<file path="config.mk">
export PLATFORM = sky130hd
export DESIGN_NAME = sqgendemo
export DESIGN_NICKNAME = d
export VERILOG_FILES = /design/src/rtl/sqgendemo.sv
export SDC_FILE = /design/constraint.sdc
export NUM_CORES = 1
export LEC_CHECK = 0
export CAP_MARGIN = 20
export CORE_ASPECT_RATIO = 0.7
export CORE_UTILIZATION = 46
export DETAILED_ROUTE_END_ITERATION = 7
export PLACE_DENSITY = 0.7
export SLEW_MARGIN = 30
export SYNTH_ARGS = -nofsm -noshare
export SYNTH_HDL_FRONTEND = slang
export SYNTH_SLANG_ARGS = --single-unit
</file>
<file path="constraint.sdc">
create_clock -name clk -period 3.4 [get_ports clk]
set_clock_uncertainty 0.2 [all_clocks]
set_input_delay 0.34 -clock clk [delete_from_list [all_inputs] [get_ports clk]]
set_output_delay 0.34 -clock clk [all_outputs]
set_load 0.05 [all_outputs]
</file>
<file path="src/rtl/sqgendemo.sv">
// Square-wave tone generator: four synchronized note buttons, an octave selector and a
// volume selector produce an 8-bit unsigned sample stream, one registered sample per clock.
module sqgendemo #(
    parameter int CLK_HZ = 50_000_000,
    parameter int HP_A   = 454545,
    parameter int HP_C   = 382227,
    parameter int HP_E   = 303379,
    parameter int HP_G   = 255102
) (
    input  logic       clk,
    input  logic       rst_n,
    input  logic       butt_1,
    input  logic       butt_2,
    input  logic       butt_3,
    input  logic       butt_4,
    input  logic [5:0] oct,
    input  logic [1:0] volsel,
    output logic [7:0] audio_out
);

    localparam int HP_W = 19;

    typedef enum logic [2:0] {
        NOTE_NONE,
        NOTE_A,
        NOTE_C,
        NOTE_E,
        NOTE_G
    } note_t;

    if (CLK_HZ <= 0) begin : g_clk_hz_invalid
        $error("sqgendemo: CLK_HZ must be positive");
    end

    logic [3:0]      butt_s1;
    logic [3:0]      butt_s2;
    logic [HP_W-1:0] cnt;
    logic            phase;
    note_t           last_note;
    logic [2:0]      last_k;

    note_t           note_sel;
    logic [2:0]      k;
    logic [HP_W-1:0] hp;
    logic [HP_W-1:0] n_half;
    logic [7:0]      amp;

    // NOTE: every always_comb output gets a default first, so no path can infer a latch.
    always_comb begin
        note_sel = NOTE_NONE;
        if      (butt_s2[0]) note_sel = NOTE_A;
        else if (butt_s2[1]) note_sel = NOTE_C;
        else if (butt_s2[2]) note_sel = NOTE_E;
        else if (butt_s2[3]) note_sel = NOTE_G;

        k = 3'd0;
        for (int i = 0; i < 6; i++) begin
            if (oct[i]) k = 3'(i + 1);
        end

        case (note_sel)
            NOTE_A:  hp = HP_W'(HP_A);
            NOTE_C:  hp = HP_W'(HP_C);
            NOTE_E:  hp = HP_W'(HP_E);
            NOTE_G:  hp = HP_W'(HP_G);
            default: hp = '0;
        endcase
        n_half = hp >> k;

        case (volsel)
            2'b00:   amp = 8'h20;
            2'b01:   amp = 8'h40;
            2'b10:   amp = 8'h80;
            default: amp = 8'hFF;
        endcase
    end

    // The sample is taken from the phase being written this cycle, so a level starting on a
    // restart or a toggle edge lasts exactly n_half samples.
    // NOTE: sequential state uses non-blocking assignments so every register sees pre-edge values.
    always_ff @(posedge clk) begin
        if (!rst_n) begin
            butt_s1   <= '0;
            butt_s2   <= '0;
            cnt       <= '0;
            phase     <= 1'b1;
            last_note <= NOTE_NONE;
            last_k    <= 3'd0;
            audio_out <= 8'h00;
        end else begin
            butt_s1   <= {butt_4, butt_3, butt_2, butt_1};
            butt_s2   <= butt_s1;
            last_note <= note_sel;
            last_k    <= k;
            if (note_sel == NOTE_NONE) begin
                cnt       <= '0;
                phase     <= 1'b1;
                audio_out <= 8'h00;
            end else if (note_sel != last_note || k != last_k) begin
                cnt       <= '0;
                audio_out <= phase ? amp : 8'h00;
            end else if (cnt == n_half - HP_W'(1)) begin
                cnt       <= '0;
                phase     <= ~phase;
                audio_out <= phase ? 8'h00 : amp;
            end else begin
                cnt       <= cnt + HP_W'(1);
                audio_out <= phase ? amp : 8'h00;
            end
        end
    end

endmodule

</file>
[Word level (Yosys, flattened, before mapping)]
Cells that the tools add are included.
Cells by class
  $add $sub $neg: 2
  multiplexer cells: 16
  reduce and logical (&&, ||, !) cells: 6
  equality and inequality tests: 9
  bitwise gates (word level): 3
  shift-type cells: 1
Operators with widths (count)
  case mux 19 bit (4 select lines): 1
  two-way mux 8 bit: 4
  two-way mux 3 bit: 9
  case mux 8 bit (3 select lines): 1
  adder 19 x 1 -> 19 bit, second input constant: 1
  == test 19 bit: 1
  right shift 19 x 3 -> 19 bit: 1
  subtractor 19 x 1 -> 19 bit, second input constant: 1
  == test 3 x 2 -> 1 bit, second input constant: 2
  inequality test 3 bit: 2
  OR reduction 4 bit: 1
  == test 3 x 1 -> 1 bit, second input constant: 1
  == test 3 bit, second input constant: 1
  logical NOT 3 bit: 1
  NOT 1 bit: 3
  == test 2 x 1 -> 1 bit, second input constant: 1
  == test 2 bit, second input constant: 1
  logical NOT 2 bit: 1
  AND reduction 2 bit: 1
  OR reduction 2 bit: 1
  logical OR 1 bit: 1
  two-way mux 1 bit: 1
Storage, ports and cells
  register bits after elaboration: 42
  input bits: 14
  logic and storage cells: 44
  output and inout bits: 8

[Logic depth before layout (Yosys ltp)]
  depth after elaboration: 11
  depth in mapped cells: 16
  mapped depth without buffers: 13

[Worst setup path after synthesis]
Ideal clock, no wire load.
  path kind: input to register
  start: input oct[3]
  end: register cnt[0]
  buffers on the path: 3
  stages on the path: 15
  data required time: 3078 ps
  setup slack: 149 ps
  data arrival time: 2930 ps
  cells stage by stage: buf_6 > nor2b_1 > a211o_1 > clkbuf_1 > o32ai_1 > a21oi_1 > ha_1 > xor2_1 > xnor2_1 > o2111ai_1 > nor3_1 > o2111ai_1 > o21ai_4 > buf_6 > nor2_1
Between the ends
  longest elaborated chain between the ends: 7
  elaborated cells on any way between the ends: 9
  those cells by class: add/sub (1); eq/ne (2); shift (1); mux (3); reduce/logical (2)
Ends and longest elaborated chain
  from (decl): RTL line 16  | input logic [5:0] oct,
  two-way mux 3 bit * (3 in series): RTL line 58  | if (oct[i]) k = 3'(i + 1);
  right shift 19 x 3 -> 19 bit: RTL line 68  | n_half = hp >> k;
  subtractor 19 x 1 -> 19 bit: RTL line 102  | end else if (cnt == n_half - HP_W'(1)) begin
  == test 19 bit: RTL line 102
  OR reduction 4 bit (no source line) *
  to (signal assigned): RTL line 107  | cnt <= cnt + HP_W'(1);
  to (decl): RTL line 37  | logic [HP_W-1:0] cnt;
Every way passes the cells marked *; elsewhere a longest branch is shown, timed or not.
A chain may end at the register's enable or synchronous reset.

[Final worst setup path]
  start: input oct[5]
  end: register cnt[10]
Between the ends
  longest elaborated chain between the ends: 5
  elaborated cells on any way between the ends: 7
  those cells by class: add/sub (1); eq/ne (2); shift (1); mux (1); reduce/logical (2)
Ends and longest elaborated chain (RTL line)
  two-way mux 3 bit *: 58
  right shift 19 x 3 -> 19 bit: 68
  subtractor 19 x 1 -> 19 bit: 102
  == test 19 bit: 102
  OR reduction 4 bit (no source line) *
Marked as above.

==> flow_metrics.env <==
export IMPL_status="finished, final reports clean"
export IMPL_synth_edf_count=0
export IMPL_m1WireLength_mm=4.67
export IMPL_synth_top_area_share_pct=24.0
export IMPL_post_route_period_util_pct=98.0
export IMPL_yosysUniqueCellTypes=68
export IMPL_hold_path_class="reg2reg"
export IMPL_cp_startpoint="oct[5]"
export IMPL_syn_area_um2=3170
export IMPL_drc=0
export IMPL_rows=24
export IMPL_antenna_found_initial=0
export IMPL_crit_fanout=19
export IMPL_wl_met2_mm=4.36
export IMPL_path_clk_slew_ns=0.08
export IMPL_end_kind="flip-flop"
export IMPL_die_area_um2=7240
export IMPL_num_vias=3464
export IMPL_cp_arrival_ns=3.33
export IMPL_holdBufCountCts=0
export IMPL_drv_slew=0
export IMPL_critPathKind="in2reg"
export IMPL_area_growth_pct=32.0
export IMPL_io_buffer_count=21
export IMPL_synth_area_leaders="dfxtp_1 (24%), nor2_1 (6.3%), xnor2_1 (5.8%), xor2_1 (4.1%), nand2_1 (3.1%)"
export IMPL_post_route_util_pct=64.9
export IMPL_fin_crit_ns=3.33
export IMPL_insertion_delay_ns=0.30
export IMPL_yosysSeqAreaShare_pct=24.0
export IMPL_grt_start_max_net_pins=23
export IMPL_cpMaxStageDelayCell="clkdlybuf4s50_1"
export IMPL_crit_buf_inv=3
export IMPL_dp_slack_ns=-0.502
export IMPL_cts_root_buffer="clkbuf_8"
export IMPL_initial_core_util_pct=49.2
export IMPL_ctsLongestPathBuffers=2
export IMPL_ys_warnings_count=0
export IMPL_fin_nets=510
export IMPL_wl_met3_um=958
export IMPL_dieWidth_um=101
export IMPL_overflow=0
export IMPL_dpl_hpwl_mm=7.69
export IMPL_final_cell_mix="buf_4 (83), nor2_1 (52), dfxtp_1 (37)"
export IMPL_yosys_area_top_type="dfxtp_1"
export IMPL_mostFrequentLayoutCell="buf_4"
export IMPL_syn_num_nets=431
export IMPL_worstPathCellList="clkdlybuf4s50_1 > buf_6 > a211oi_4 > o211ai_1 > a21oi_2 > a21oi_1 > ha_1 > xor2_1 > xnor2_1 > o2111ai_1 > nor3_2 > o2111ai_1 > o21ai_4 > buf_12 > nor2_1"
export IMPL_ff2ff_setup_slack_ns=0.11
export IMPL_cts_inserted_buffers=5
export IMPL_setup_violations=0
export IMPL_cpMostUsedCell="o2111ai_1"
export IMPL_syn_area_per_cell_um2=7.70
export IMPL_crit_end="cnt[10]"
export IMPL_vias_per_cell=5.94
export IMPL_core_um2=6460
export IMPL_drt_iter0_markers=280
export IMPL_leakagePower_nw=1.61
export IMPL_p_per_area_nw_per_um2=319
export IMPL_cap_violations=0
export IMPL_ys_flop_type="dfxtp_1"
export IMPL_die_h_um=71.5
export IMPL_path_delay_family="compound AO/OA/AOI/OAI gates"
export IMPL_htree_num_levels=2
export IMPL_grt_pass1_vias=3218
export IMPL_syn_inst=412
export IMPL_setup_slack_ns=0.0693
export IMPL_grt_usage_pct=29.0
export IMPL_ant_nets=0
export IMPL_rr_worst_depth=11
export IMPL_ios=22
export IMPL_layout_drive_gt1_share_pct=25.6
export IMPL_totalWireLength_mm=10.2
export IMPL_required_ns=3.40
export IMPL_timing_fmax_ghz=0.300
export IMPL_grt_pass1_wl_mm=16.1
export IMPL_cpPeakStageDelay_ns=0.44
export IMPL_wl_per_cell_um=17.4
export IMPL_r2r_end="audio_out[7]"
export IMPL_maxSlewHeadroom_pct=65.5
export IMPL_cp_num_cells=15
export IMPL_cts_tree="built"
export IMPL_reg2reg_from="butt_s2[3]"
export IMPL_worst_pin_slew_ns=0.517
export IMPL_dr_pass1_iters=5
export IMPL_hold_viol=0
export IMPL_peakVddDrop_v=0.000199
export IMPL_ys_ff_latch=38
export IMPL_crit_path_start_kind="input port"
export IMPL_gp_congestion=0.941
export IMPL_highest_layer="met5"
export IMPL_async_flop_share_pct=0
export IMPL_antenna_cells=0
export IMPL_clock_sinks=38
## synth_stat cells, drive strengths merged, types with 5 or more instances
cell and n:
xnor2 21, nand2 26, buf 21, nand4 11
nor3 10, nand3 18, xor2 15, a211oi 7
inv 10, o21ai 19, nor2b 5, clkbuf 14
and3 6, a31oi 5, and2 14, mux2i 9
dfxtp 38, ha 5, nor2 54, or3 10
nand2b 7, a21oi 16
## flip-flops by register name, indices dropped and copies added, names as in the netlist
name / count
audio_out: 4
last_k: 3
butt_s1: 4
butt_s2: 4
cnt: 19
last_note: 3
phase: 1
## what timing repair did
action / 4_1_cts / 5_1_grt
gates resized for setup: 10 / 16
setup buffers: 2 / 4
pin swaps: 4 / 9
setup endpoints to repair: 24 / 24
## power by group
| part | switching [W] | internal [W] |
|---|---|---|
| Combinational | 0.000212 | 0.000188 |
| Sequential | 0.00000706 | 0.000455 |
| Clock | 0.000180 | 0.000294 |
| Total | 0.000399 | 0.000937 |
## worst min-delay path by stage
stage	end	from	slack, ns	cells after the start
2_1_floorplan	butt_s2[0]	butt_s1[0]	0.21	1
3_3_place_gp	butt_s2[2]	butt_s1[2]	0.21	1
3_5_place_dp	butt_s2[1]	butt_s1[1]	0.22	1
4_1_cts	butt_s2[1]	butt_s1[1]	0.24	1
5_1_grt	butt_s2[1]	butt_s1[1]	0.25	1
6_report	butt_s2[1]	butt_s1[1]	0.24	1
## metal layers
layer	GRT usage, %	vias up
met2	43.2	146
met3	6.83	18
met4	8.05	2
met5	4.20	-
li1	-	1646
met1	41.5	1652
## worst register-to-register path: cells and delay by family (launching register included)
kind,cells,cell delay [ns]
and+or+nand+nor,5,1.34
AOI/OAI and AO/OA,2,0.59
xor gates and xnor gates,2,0.36
DFF,1,0.33
muxes,1,0.23
buffers and inverters,1,0.16
## kinds of logic (layout without fill, tap and decap cells)
kind of cell,count (synthesis),in the layout,synth area share [%]
and+or+nand+nor,183,183,31.2
AOI/OAI and AO/OA,95,95,22.6
buffers and inverters,45,125,7.17
DFF,38,38,24.0
xor gates and xnor gates,36,36,9.93
muxes,10,10,3.19
adders and majority gates,5,5,1.97
## layout make-up
class                      instances  area [um^2]
fill                             576         2270
multi-input combinational        329         2250
timing repair buffer             107          883
sequential                        38          762
tap                               91          114
clock buffer                       5         68.8
clock inverter                     3         68.8
inverter                          10         37.5
## through the flow
stage | hold WS [ns] | total power, W | cell area (um^2) | TNS, ns | instances
2_1_floorplan | 0.212 | 0.000695 | 3170 | 0 | 412
3_3_place_gp | 0.215 | 0.000842 | 3930 | -7.99 | 569
3_5_place_dp | 0.219 | 0.000846 | 3930 | -11.27 | 569
4_1_cts | 0.238 | 0.00132 | 4110 | 0 | 579
5_1_grt | 0.248 | 0.00138 | 4190 | -0.0891 | 583
6_report | 0.237 | 0.00134 | 4190 | 0 | 583
Note: power is estimated with default switching activity, not from simulation.
